### config.mk
export PLATFORM = sky130hd
export DESIGN_NAME = dmem_access_unit
export DESIGN_NICKNAME = d
export VERILOG_FILES = /design/src/rtl/dmem_pkg.sv /design/src/rtl/dmem_lane_align.sv /design/src/rtl/dmem_access_unit.sv
export SDC_FILE = /design/constraint.sdc
export NUM_CORES = 1
export LEC_CHECK = 0
export BUFFER_PORTS_ARGS = -buffer_cell sky130_fd_sc_hd__buf_4
export CAP_MARGIN = 20
export CORE_MARGIN = 2
export CORE_UTILIZATION = 30
export CTS_CLUSTER_DIAMETER = 200
export CTS_CLUSTER_SIZE = 25
export DETAILED_ROUTE_END_ITERATION = 8
export SYNTH_ARGS = -nofsm -noshare
export SYNTH_HDL_FRONTEND = slang
export SYNTH_SLANG_ARGS = --single-unit
### constraint.sdc
create_clock -name clk -period 3.2 [get_ports clk]
set_input_delay 0.32 -clock clk [delete_from_list [all_inputs] [get_ports clk]]
set_output_delay 0.32 -clock clk [all_outputs]
set_load 0.02 [all_outputs]
### src/rtl/dmem_pkg.sv
// Shared types and constants for the RV32 data-memory access stage.
// Used by dmem_lane_align and dmem_access_unit.
package dmem_pkg;

    typedef enum logic [1:0] {
        LSU_LW  = 2'd0,
        LSU_LBU = 2'd1,
        LSU_SW  = 2'd2,
        LSU_SB  = 2'd3
    } lsu_op_t;

    typedef enum logic [1:0] {
        IDLE = 2'd0,
        REQ  = 2'd1,
        WAIT = 2'd2
    } dmem_state_t;

    localparam logic [1:0] ERR_MISALIGN = 2'd1;
    localparam logic [1:0] ERR_TIMEOUT  = 2'd2;

    function automatic logic is_store(input lsu_op_t op);
        return (op == LSU_SW) || (op == LSU_SB);
    endfunction

    function automatic logic is_byte(input lsu_op_t op);
        return (op == LSU_LBU) || (op == LSU_SB);
    endfunction

endpackage

### src/rtl/dmem_lane_align.sv
// Byte-lane steering: byte enables and write data for the outgoing request,
// and the zero-extended load result for the returning read word.
module dmem_lane_align
    import dmem_pkg::*;
(
    input  logic [1:0]  i_st_op,
    input  logic [1:0]  i_st_off,
    input  logic [31:0] i_wdata,
    input  logic [1:0]  i_ld_op,
    input  logic [1:0]  i_ld_off,
    input  logic [31:0] i_rdata,
    output logic [3:0]  o_be,
    output logic [31:0] o_wdata,
    output logic [31:0] o_ld_data
);

    lsu_op_t    w_st_op;
    lsu_op_t    w_ld_op;
    logic [7:0] w_ld_byte;

    assign w_st_op = lsu_op_t'(i_st_op);
    assign w_ld_op = lsu_op_t'(i_ld_op);

    // NOTE: every always_comb output gets a value on every path, so no latch can be inferred.
    always_comb begin
        w_ld_byte = i_rdata[7:0];
        case (i_ld_off)
            2'd1:    w_ld_byte = i_rdata[15:8];
            2'd2:    w_ld_byte = i_rdata[23:16];
            2'd3:    w_ld_byte = i_rdata[31:24];
            default: w_ld_byte = i_rdata[7:0];
        endcase
    end

    assign o_be      = is_byte(w_st_op) ? (4'b0001 << i_st_off) : 4'hF;
    assign o_wdata   = (w_st_op == LSU_SB) ? {4{i_wdata[7:0]}} : i_wdata;
    assign o_ld_data = (w_ld_op == LSU_LBU) ? {24'b0, w_ld_byte} : i_rdata;

endmodule

### src/rtl/dmem_access_unit.sv
// Data-memory access stage: request/grant/response handshake, response watchdog.
// Optional alignment trap for LW/SW enabled by defining DMEM_MISALIGN_TRAP_EN.
module dmem_access_unit
    import dmem_pkg::*;
#(
    parameter int unsigned TIMEOUT_CYCLES = 255
)
(
    input  logic        clk,
    input  logic        rst,
    input  logic        req_valid,
    output logic        req_ready,
    input  logic [1:0]  req_op,
    input  logic [31:0] req_addr,
    input  logic [31:0] req_wdata,
    input  logic [4:0]  req_rd,
    output logic        mem_req,
    output logic        mem_we,
    output logic [31:0] mem_addr,
    output logic [3:0]  mem_be,
    output logic [31:0] mem_wdata,
    input  logic        mem_gnt,
    input  logic        mem_rvalid,
    input  logic [31:0] mem_rdata,
    output logic        wb_valid,
    output logic [4:0]  wb_rd,
    output logic [31:0] wb_data,
    output logic        st_done,
    output logic        err,
    output logic [1:0]  err_code
);

    localparam int unsigned WDOG_W = (TIMEOUT_CYCLES > 1) ? $clog2(TIMEOUT_CYCLES) : 1;
    localparam logic [WDOG_W-1:0] WDOG_LAST =
        WDOG_W'((TIMEOUT_CYCLES > 0) ? TIMEOUT_CYCLES - 1 : 0);

    lsu_op_t           w_req_op;
    logic              w_trap;
    logic              w_wdog_expired;
    logic [3:0]        w_be;
    logic [31:0]       w_wdata;
    logic [31:0]       w_ld_data;

    dmem_state_t       r_state;
    lsu_op_t           r_op;
    logic [1:0]        r_off;
    logic [4:0]        r_rd;
    logic [WDOG_W-1:0] r_wdog;
    logic              r_mem_req;
    logic              r_mem_we;
    logic [31:0]       r_mem_addr;
    logic [3:0]        r_mem_be;
    logic [31:0]       r_mem_wdata;
    logic              r_wb_valid;
    logic [4:0]        r_wb_rd;
    logic [31:0]       r_wb_data;
    logic              r_st_done;
    logic              r_err;
    logic [1:0]        r_err_code;

    assign w_req_op = lsu_op_t'(req_op);

`ifdef DMEM_MISALIGN_TRAP_EN
    assign w_trap = !is_byte(w_req_op) && (req_addr[1:0] != 2'b00);
`else
    assign w_trap = 1'b0;
`endif

    // The count runs 0..TIMEOUT_CYCLES-1; expiry is the last cycle still waiting.
    assign w_wdog_expired = (TIMEOUT_CYCLES != 0) && (r_wdog == WDOG_LAST);

    dmem_lane_align u_lane_align (
        .i_st_op   (req_op),
        .i_st_off  (req_addr[1:0]),
        .i_wdata   (req_wdata),
        .i_ld_op   (r_op),
        .i_ld_off  (r_off),
        .i_rdata   (mem_rdata),
        .o_be      (w_be),
        .o_wdata   (w_wdata),
        .o_ld_data (w_ld_data)
    );

    // NOTE: state is updated with non-blocking assignments so every register samples pre-edge values.
    always_ff @(posedge clk) begin
        if (rst) begin
            r_state     <= IDLE;
            r_op        <= LSU_LW;
            r_off       <= 2'b00;
            r_rd        <= 5'd0;
            r_wdog      <= '0;
            r_mem_req   <= 1'b0;
            r_mem_we    <= 1'b0;
            r_mem_addr  <= 32'd0;
            r_mem_be    <= 4'd0;
            r_mem_wdata <= 32'd0;
            r_wb_valid  <= 1'b0;
            r_wb_rd     <= 5'd0;
            r_wb_data   <= 32'd0;
            r_st_done   <= 1'b0;
            r_err       <= 1'b0;
            r_err_code  <= 2'd0;
        end else begin
            r_wb_valid <= 1'b0;
            r_st_done  <= 1'b0;
            r_err      <= 1'b0;
            r_err_code <= 2'd0;
            case (r_state)
                IDLE: begin
                    if (req_valid) begin
                        r_op   <= w_req_op;
                        r_off  <= req_addr[1:0];
                        r_rd   <= req_rd;
                        r_wdog <= '0;
                        if (w_trap) begin
                            r_err      <= 1'b1;
                            r_err_code <= ERR_MISALIGN;
                        end else begin
                            r_state     <= REQ;
                            r_mem_req   <= 1'b1;
                            r_mem_we    <= is_store(w_req_op);
                            r_mem_addr  <= {req_addr[31:2], 2'b00};
                            r_mem_be    <= w_be;
                            r_mem_wdata <= w_wdata;
                        end
                    end
                end
                REQ: begin
                    if (mem_gnt) begin
                        r_mem_req <= 1'b0;
                        r_wdog    <= '0;
                        if (is_store(r_op)) begin
                            r_state   <= IDLE;
                            r_st_done <= 1'b1;
                        end else begin
                            r_state <= WAIT;
                        end
                    end else if (w_wdog_expired) begin
                        r_mem_req  <= 1'b0;
                        r_state    <= IDLE;
                        r_err      <= 1'b1;
                        r_err_code <= ERR_TIMEOUT;
                    end else begin
                        r_wdog <= r_wdog + 1'b1;
                    end
                end
                WAIT: begin
                    if (mem_rvalid) begin
                        r_state    <= IDLE;
                        r_wb_valid <= 1'b1;
                        r_wb_rd    <= r_rd;
                        r_wb_data  <= w_ld_data;
                    end else if (w_wdog_expired) begin
                        r_state    <= IDLE;
                        r_err      <= 1'b1;
                        r_err_code <= ERR_TIMEOUT;
                    end else begin
                        r_wdog <= r_wdog + 1'b1;
                    end
                end
                default: r_state <= IDLE;
            endcase
        end
    end

    assign req_ready = (r_state == IDLE);
    assign mem_req   = r_mem_req;
    assign mem_we    = r_mem_we;
    assign mem_addr  = r_mem_addr;
    assign mem_be    = r_mem_be;
    assign mem_wdata = r_mem_wdata;
    assign wb_valid  = r_wb_valid;
    assign wb_rd     = r_wb_rd;
    assign wb_data   = r_wb_data;
    assign st_done   = r_st_done;
    assign err       = r_err;
    assign err_code  = r_err_code;

endmodule

---- Word-level counts from Yosys, hierarchy flattened ----
Index checks and enable logic that the tools add are counted.
Widths: inputs -> output; s select.
storage, ports and cells
  latch bits .............................. 0
  logic and storage cells ................. 77
  memory bits (writable) .................. 0
  memories kept ........................... 0
  bits in registers ....................... 129
  output and inout port bits .............. 113
  bits in read-only memories .............. 0
cells by class
  div/mod/pow operators ................... 0
  magnitude comparators ................... 0
  shift-type cells ........................ 1
  $mul .................................... 0
  add/subtract/negate cells ............... 1
  mux-type cells .......................... 29
  bitwise logic cells ..................... 3
  equal/unequal tests ..................... 15
  reduce and logical (&&, ||, !) cells .... 12
operators by type and width
  operator             count
  $mux 32              2
  $pmux 8 s3           2
  $mux 8               4
  $mux 2               8
  $eq 2x2->1 const B   7
  $add 8x1->8 const B  1
  $eq 2x1->1 const B   4
  $eq 8x8->1 const B   1
  $mux 1               8
  $pmux 2 s3           1
  $reduce_and 3->1     2
  $mux 4               1
  $ne 2x2->1 const B   2
  $pmux 1 s2           2
  $pmux 2 s2           1
  $reduce_and 2->1     2
  $shl 1x2->4 const A  1
  $logic_or 1x1->1     3
  $ne 3x3->1 const B   1
  $not 1->1            3
  $reduce_bool 3->1    1
  $reduce_or 3->1      1
  $logic_not 2->1      1
  $reduce_bool 2->1    1
  $reduce_or 2->1      1

---- Longest topological paths before layout ----
  depth in word-level cells ............... 5
  mapped depth ............................ 9

---- Modules after synthesis ----
A second synthesis with hierarchy kept.
unflattened totals
  cells, all modules ...................... 707
  area total of the unflattened synthesis .. 5,511.5 sq um
modules (own cells, without submodules)
  module            sequential area each (sq um)  cells each  area an instance (sq um)  times used
  dmem_access_unit  2,542.4                       589         4,658.2                   1
  dmem_lane_align   0.0                           118         853.3                     1

---- Worst setup path before layout ----
Ideal clock, no wire load.
  path kind ............................... reg2reg
  start ................................... reg r_state[0]
  end ..................................... reg r_wdog[1]
  setup slack ............................. 1.378 ns
  setup time .............................. 0.070 ns
  required time ........................... 3.130 ns
  cell stages (with the launch flop) ...... 7
  data arrival time ....................... 1.751 ns
  path buffers ............................ 0
  path through ............................ dfxtp_1 inv_1 ha_1 nor2b_1 or3_4 or3_1 a21oi_1
between the ends
  longest elaborated chain between the ends .. 3
  elaborated cells on any way between the ends .. 8
  those cells by class .................... eq/ne (4); mux (1); reduce/logical (3)
ends and longest elaborated chain
  item                                                              line                     RTL
  start, declared                                                   dmem_access_unit.sv:44   dmem_state_t r_state;
  start signal, assigned                                            dmem_access_unit.sv:87   r_state <= IDLE;
  start signal, assigned                                            dmem_access_unit.sv:119  r_state <= REQ;
  start signal, assigned                                            dmem_access_unit.sv:133  r_state <= IDLE;
  $logic_not 2->1 *                                                 -
  net req_ready                                                     dmem_access_unit.sv:12   output logic req_ready,
  $ne 2x2->1 (no line) / $reduce_bool 3->1 (equally long branches)  -
  $reduce_and 3->1 (no line)                                        -
  end signal, assigned                                              dmem_access_unit.sv:144  r_wdog <= r_wdog + 1'b1;
  end signal, assigned                                              dmem_access_unit.sv:158  r_wdog <= r_wdog + 1'b1;
  end, declared                                                     dmem_access_unit.sv:48   logic [WDOG_W-1:0] r_wdog;
Mark *: on every way through the listed nets, which the timed path passes. The rest lies on a longest branch.
A chain may end at the register's enable or synchronous reset.

---- Final worst setup path ----
  start ................................... reg r_state[0]
  end ..................................... reg r_mem_wdata[8] (netlist: mem_wdata[8])
between the ends
  longest elaborated chain between the ends .. 2
ends and longest elaborated chain
  item                        line                     RTL
  $logic_not 2->1             dmem_access_unit.sv:108  case (r_state)
  $reduce_and 2->1 (no line)  -
  end signal, assigned        dmem_access_unit.sv:124  r_mem_wdata <= w_wdata;
  end, declared               dmem_access_unit.sv:53   logic [31:0] r_mem_wdata;
No other way between the ends.

==> Flow_metrics.wiki <==
{| class="wikitable"
! Metric !! Value
|-
| Status || finished clean
|-
| Prevailing post-synth register cell || sky130_fd_sc_hd__dfxtp_1
|-
| Launch instance of the worst min-delay path || req_rd[0]
|-
| Finished Core Util || 44.97%
|-
| Distinct cells, synth || 43
|-
| Post-synthesis instance area || 0.005101 mm²
|-
| Average cell area after synthesis || 8.268 µm²
|-
| Critical path required time || 3540 ps
|-
| CP endpoint kind || flip-flop
|-
| Hold EP || r_rd[0]
|-
| Total via count in the routed design || 5052
|-
| Post-CTS Setup Repair Bufs || 0
|-
| Leading cell type by number of instances after synthesis || sky130_fd_sc_hd__dfxtp_1
|-
| Number of hold buffers added after CTS || 0
|-
| Post-route worst hold slack || 147.7 ps
|-
| Global-route wire length before repair || 24.99 mm
|-
| Fraction of synthesis flops using an asynchronous set or reset pin || 0%
|-
| Die width || 134.4 µm
|-
| Class of the most critical setup path || flip-flop to flip-flop
|-
| Final hold viol count || 0
|-
| Clock buffers created by TritonCTS || 17
|-
| Post-CTS clock slew at the launch and capture registers of the worst setup and hold paths || 60 ps
|-
| Critical register-to-register path startpoint || r_state[0]
|-
| Achievable frequency || 489.9 MHz
|-
| Die boundary height || 134.4 µm
|-
| Post-detailed-route DRC marker count || 0
|-
| Core Area || 0.01658 mm²
|-
| Period utilisation layout || 63.78%
|-
| Seq cells post-synth || 127
|-
| Count of pins on the block boundary || 221
|-
| Dominant cell type by area after synthesis || sky130_fd_sc_hd__dfxtp_1
|-
| Crit path launch type || flip-flop
|-
| Placement-stage worst setup slack || 1186 ps
|-
| Detailed Routing Iterations Pass 1 || 5
|-
| Slew Viols, Final || 0
|-
| Total routing resource utilization after global routing || 17.54%
|-
| Worst setup margin || 1159 ps
|-
| Total length of routed wires || 16.20 mm
|-
| Clock period minus worst slack || 2041 ps
|-
| Synth top area share || 49.84%
|-
| Routability-driven placement congestion ratio || 0.7811
|-
| CTS tree || built
|-
| Layout cell share with drive strength beyond 1 || 31.64%
|-
| Buffers plus inverters on the worst setup path || 3
|-
| Cell area after layout || 0.007457 mm²
|-
| Standard-cell rows || 47
|-
| Sequential fraction of the synthesis area || 49.84%
|-
| Maximum count of clock buffers along a single path || 2
|-
| Area of the die || 0.01806 mm²
|-
| Number of cell instances on the worst register-to-register path || 7
|-
| Antenna diode count || 0
|-
| Post-Place Cell Area || 0.006875 mm²
|-
| Port buffer count || 217
|-
| HPWL after detailed placement || 11.41 mm
|-
| Terminus of the critical flop-to-flop path || mem_wdata[8]
|-
| PD cells || 579.0 mW/mm²
|-
| Max stage delay on crit path || 570 ps
|-
| Setup slack of the most critical reg-to-reg path || 1160 ps
|-
| Reported leakage power || 0.003185 µW
|-
| Post-synth EDFFs || 0
|-
| Via density per instance || 4.834
|-
| Highest-delay cell along the critical path || sky130_fd_sc_hd__and2_2
|-
| Gr ovfl total || 0
|-
| Worst Tran Pin Value || 816.8 ps
|-
| Cell chain of the critical path || inv_1, ha_1, and2_2, buf_12, buf_4, nor2_1, nor3_1
|-
| Count of yosys warnings during synthesis || 0
|-
| Area growth from synthesis to layout || 46.19%
|-
| Final setup fails || 0
|-
| Max-capacitance violation count || 0
|-
| Worst ir drop on vdd || 0.4005 mV
|-
| Relative slew slack || 45.41%
|-
| Initial antenna violation count || 0
|-
| Accumulated negative setup slack || 0 ps
|-
| Cells after synthesis || 617
|-
| Worst endpoint data arrival time || 2380 ps
|-
| Average wire length per cell after detail routing || 15.50 µm
|-
| Class of the tightest hold or removal check || input port to flip-flop
|-
| Remaining number of nets flagged by the antenna check after routing || 0
|-
| Biggest area contributors in the synthesized netlist || sky130_fd_sc_hd__dfxtp_1 50%, sky130_fd_sc_hd__nand2_1 9.1%, sky130_fd_sc_hd__a21oi_1 6.9%, sky130_fd_sc_hd__nor2_1 5.1%, sky130_fd_sc_hd__a211oi_1 4.3%
|-
| Largest net degree at the start of global routing || 55
|-
| CTS H-Tree Depth || 4
|-
| CTS root buffer || sky130_fd_sc_hd__clkbuf_16
|-
| Unrepaired setup endpoints after global routing || no
|-
| Clock latency on the worst-skew pair || 420 ps
|-
| Largest driver fanout on the critical path || 39
|-
| Gates resized, CTS repair || 0
|-
| Initial Util || 30.76%
|-
| Commonest cells post-synth || 127 x sky130_fd_sc_hd__dfxtp_1, 124 x sky130_fd_sc_hd__nand2_1, 70 x sky130_fd_sc_hd__a21oi_1, 69 x sky130_fd_sc_hd__nor2_1, 33 x sky130_fd_sc_hd__clkbuf_1
|-
| Final nets || 926
|-
| Number of sinks driven by the clock tree || 127
|-
| Kind of cell adding the most delay to the critical path || simple AND/OR/NAND/NOR gates
|-
| Vias in the first global route || 4758
|-
| Fin Clk Skew || 8.586 ps
|-
| Hold Path Depth || 3
|-
| Initial DRC Count || 226
|}
==> worst max-delay path by stage <==
stage,startpoint,to,cells past startpoint
after floorplan,r_state[0],r_wdog[1],6
after global placement,r_state[0],mem_wdata[16],7
after detailed placement,r_state[0],mem_wdata[10],7
after CTS,r_state[0],mem_wdata[8],7
after global routing,r_state[0],mem_wdata[9],7
final,r_state[0],mem_wdata[8],7
==> per-stage QoR <==
stage	power, µW	std cells
2_1_floorplan	2130	619
3_3_place_gp	2451	1013
3_5_place_dp	2455	1013
4_1_cts	4375	1045
5_1_grt	4514	1045
6_report	4317	1045
==> final cells by class <==
type / instances / area, µm²
fillers: 1731 / 9126
flip-flops and latches: 127 / 2542
clock buffers: 20 / 446.7
inverters: 4 / 15.01
repair buffers: 224 / 1707
well taps: 220 / 275.3
clock inverters: 12 / 135.1
multi-input cells: 438 / 2336
==> cells by family after synthesis <==
kind of cell	synth area share, %
other	0.07351
DFF	49.84
AOI/OAI and AO/OA	18.86
muxes	1.570
buffers and inverters	4.587
adders and majority gates	1.472
and+or+nand+nor	23.60
==> routing by layer <==
layer | vias up | wire length, µm | GRT usage [%] | share of wire [%]
met4 | 0 | 360 | 7.368 | 2.2
met1 | 2331 | 7041 | 22.15 | 43
met3 | 23 | 1323 | 6.236 | 8.2
li1 | 2518 | - | - | -
met2 | 180 | 7474 | 27.13 | 46
met5 | - | 0 | 0 | 0
==> sequential cells by signal, summed over array words and instances (netlist names) <==
name       flops
err_code       1
mem_addr      30
mem_be         4
mem_req        1
mem_wdata     32
mem_we         1
r_off          2
r_op           2
r_rd           5
r_state        2
r_wdog         8
st_done        1
wb_data       32
wb_rd          5
wb_valid       1
==> report_power, final <==
part / switching (µW) / internal [µW] / leakage [µW]
Sequential: 56.3 / 1670 / 0.00104
Combinational: 386 / 299 / 0.00186
Clock: 730 / 1170 / 0.000285
Total: 1170 / 3150 / 0.00319
==> layout by cell type (no fill, tap or decap), types with 6 or more instances in the layout <==
cell	count
sky130_fd_sc_hd__dfxtp_1	127
sky130_fd_sc_hd__o31ai_1	8
sky130_fd_sc_hd__nor3_1	26
sky130_fd_sc_hd__clkbuf_16	17
sky130_fd_sc_hd__mux2i_1	8
sky130_fd_sc_hd__nand3b_1	8
sky130_fd_sc_hd__ha_1	6
sky130_fd_sc_hd__nand2_1	123
sky130_fd_sc_hd__nor2_1	69
sky130_fd_sc_hd__and3_1	9
sky130_fd_sc_hd__nand2b_1	13
sky130_fd_sc_hd__a211oi_1	29
sky130_fd_sc_hd__a22oi_1	24
sky130_fd_sc_hd__buf_4	222
sky130_fd_sc_hd__a21oi_1	70
==> worst register-to-register path: cells and delay by family, from the launching register on <==
family        cells  cell delay (ps)
simple gates      3              760
fa+ha+maj         1              260
flops             1              330
buf+inv           3              620
No activity file was read; power rests on OpenSTA's default activity.
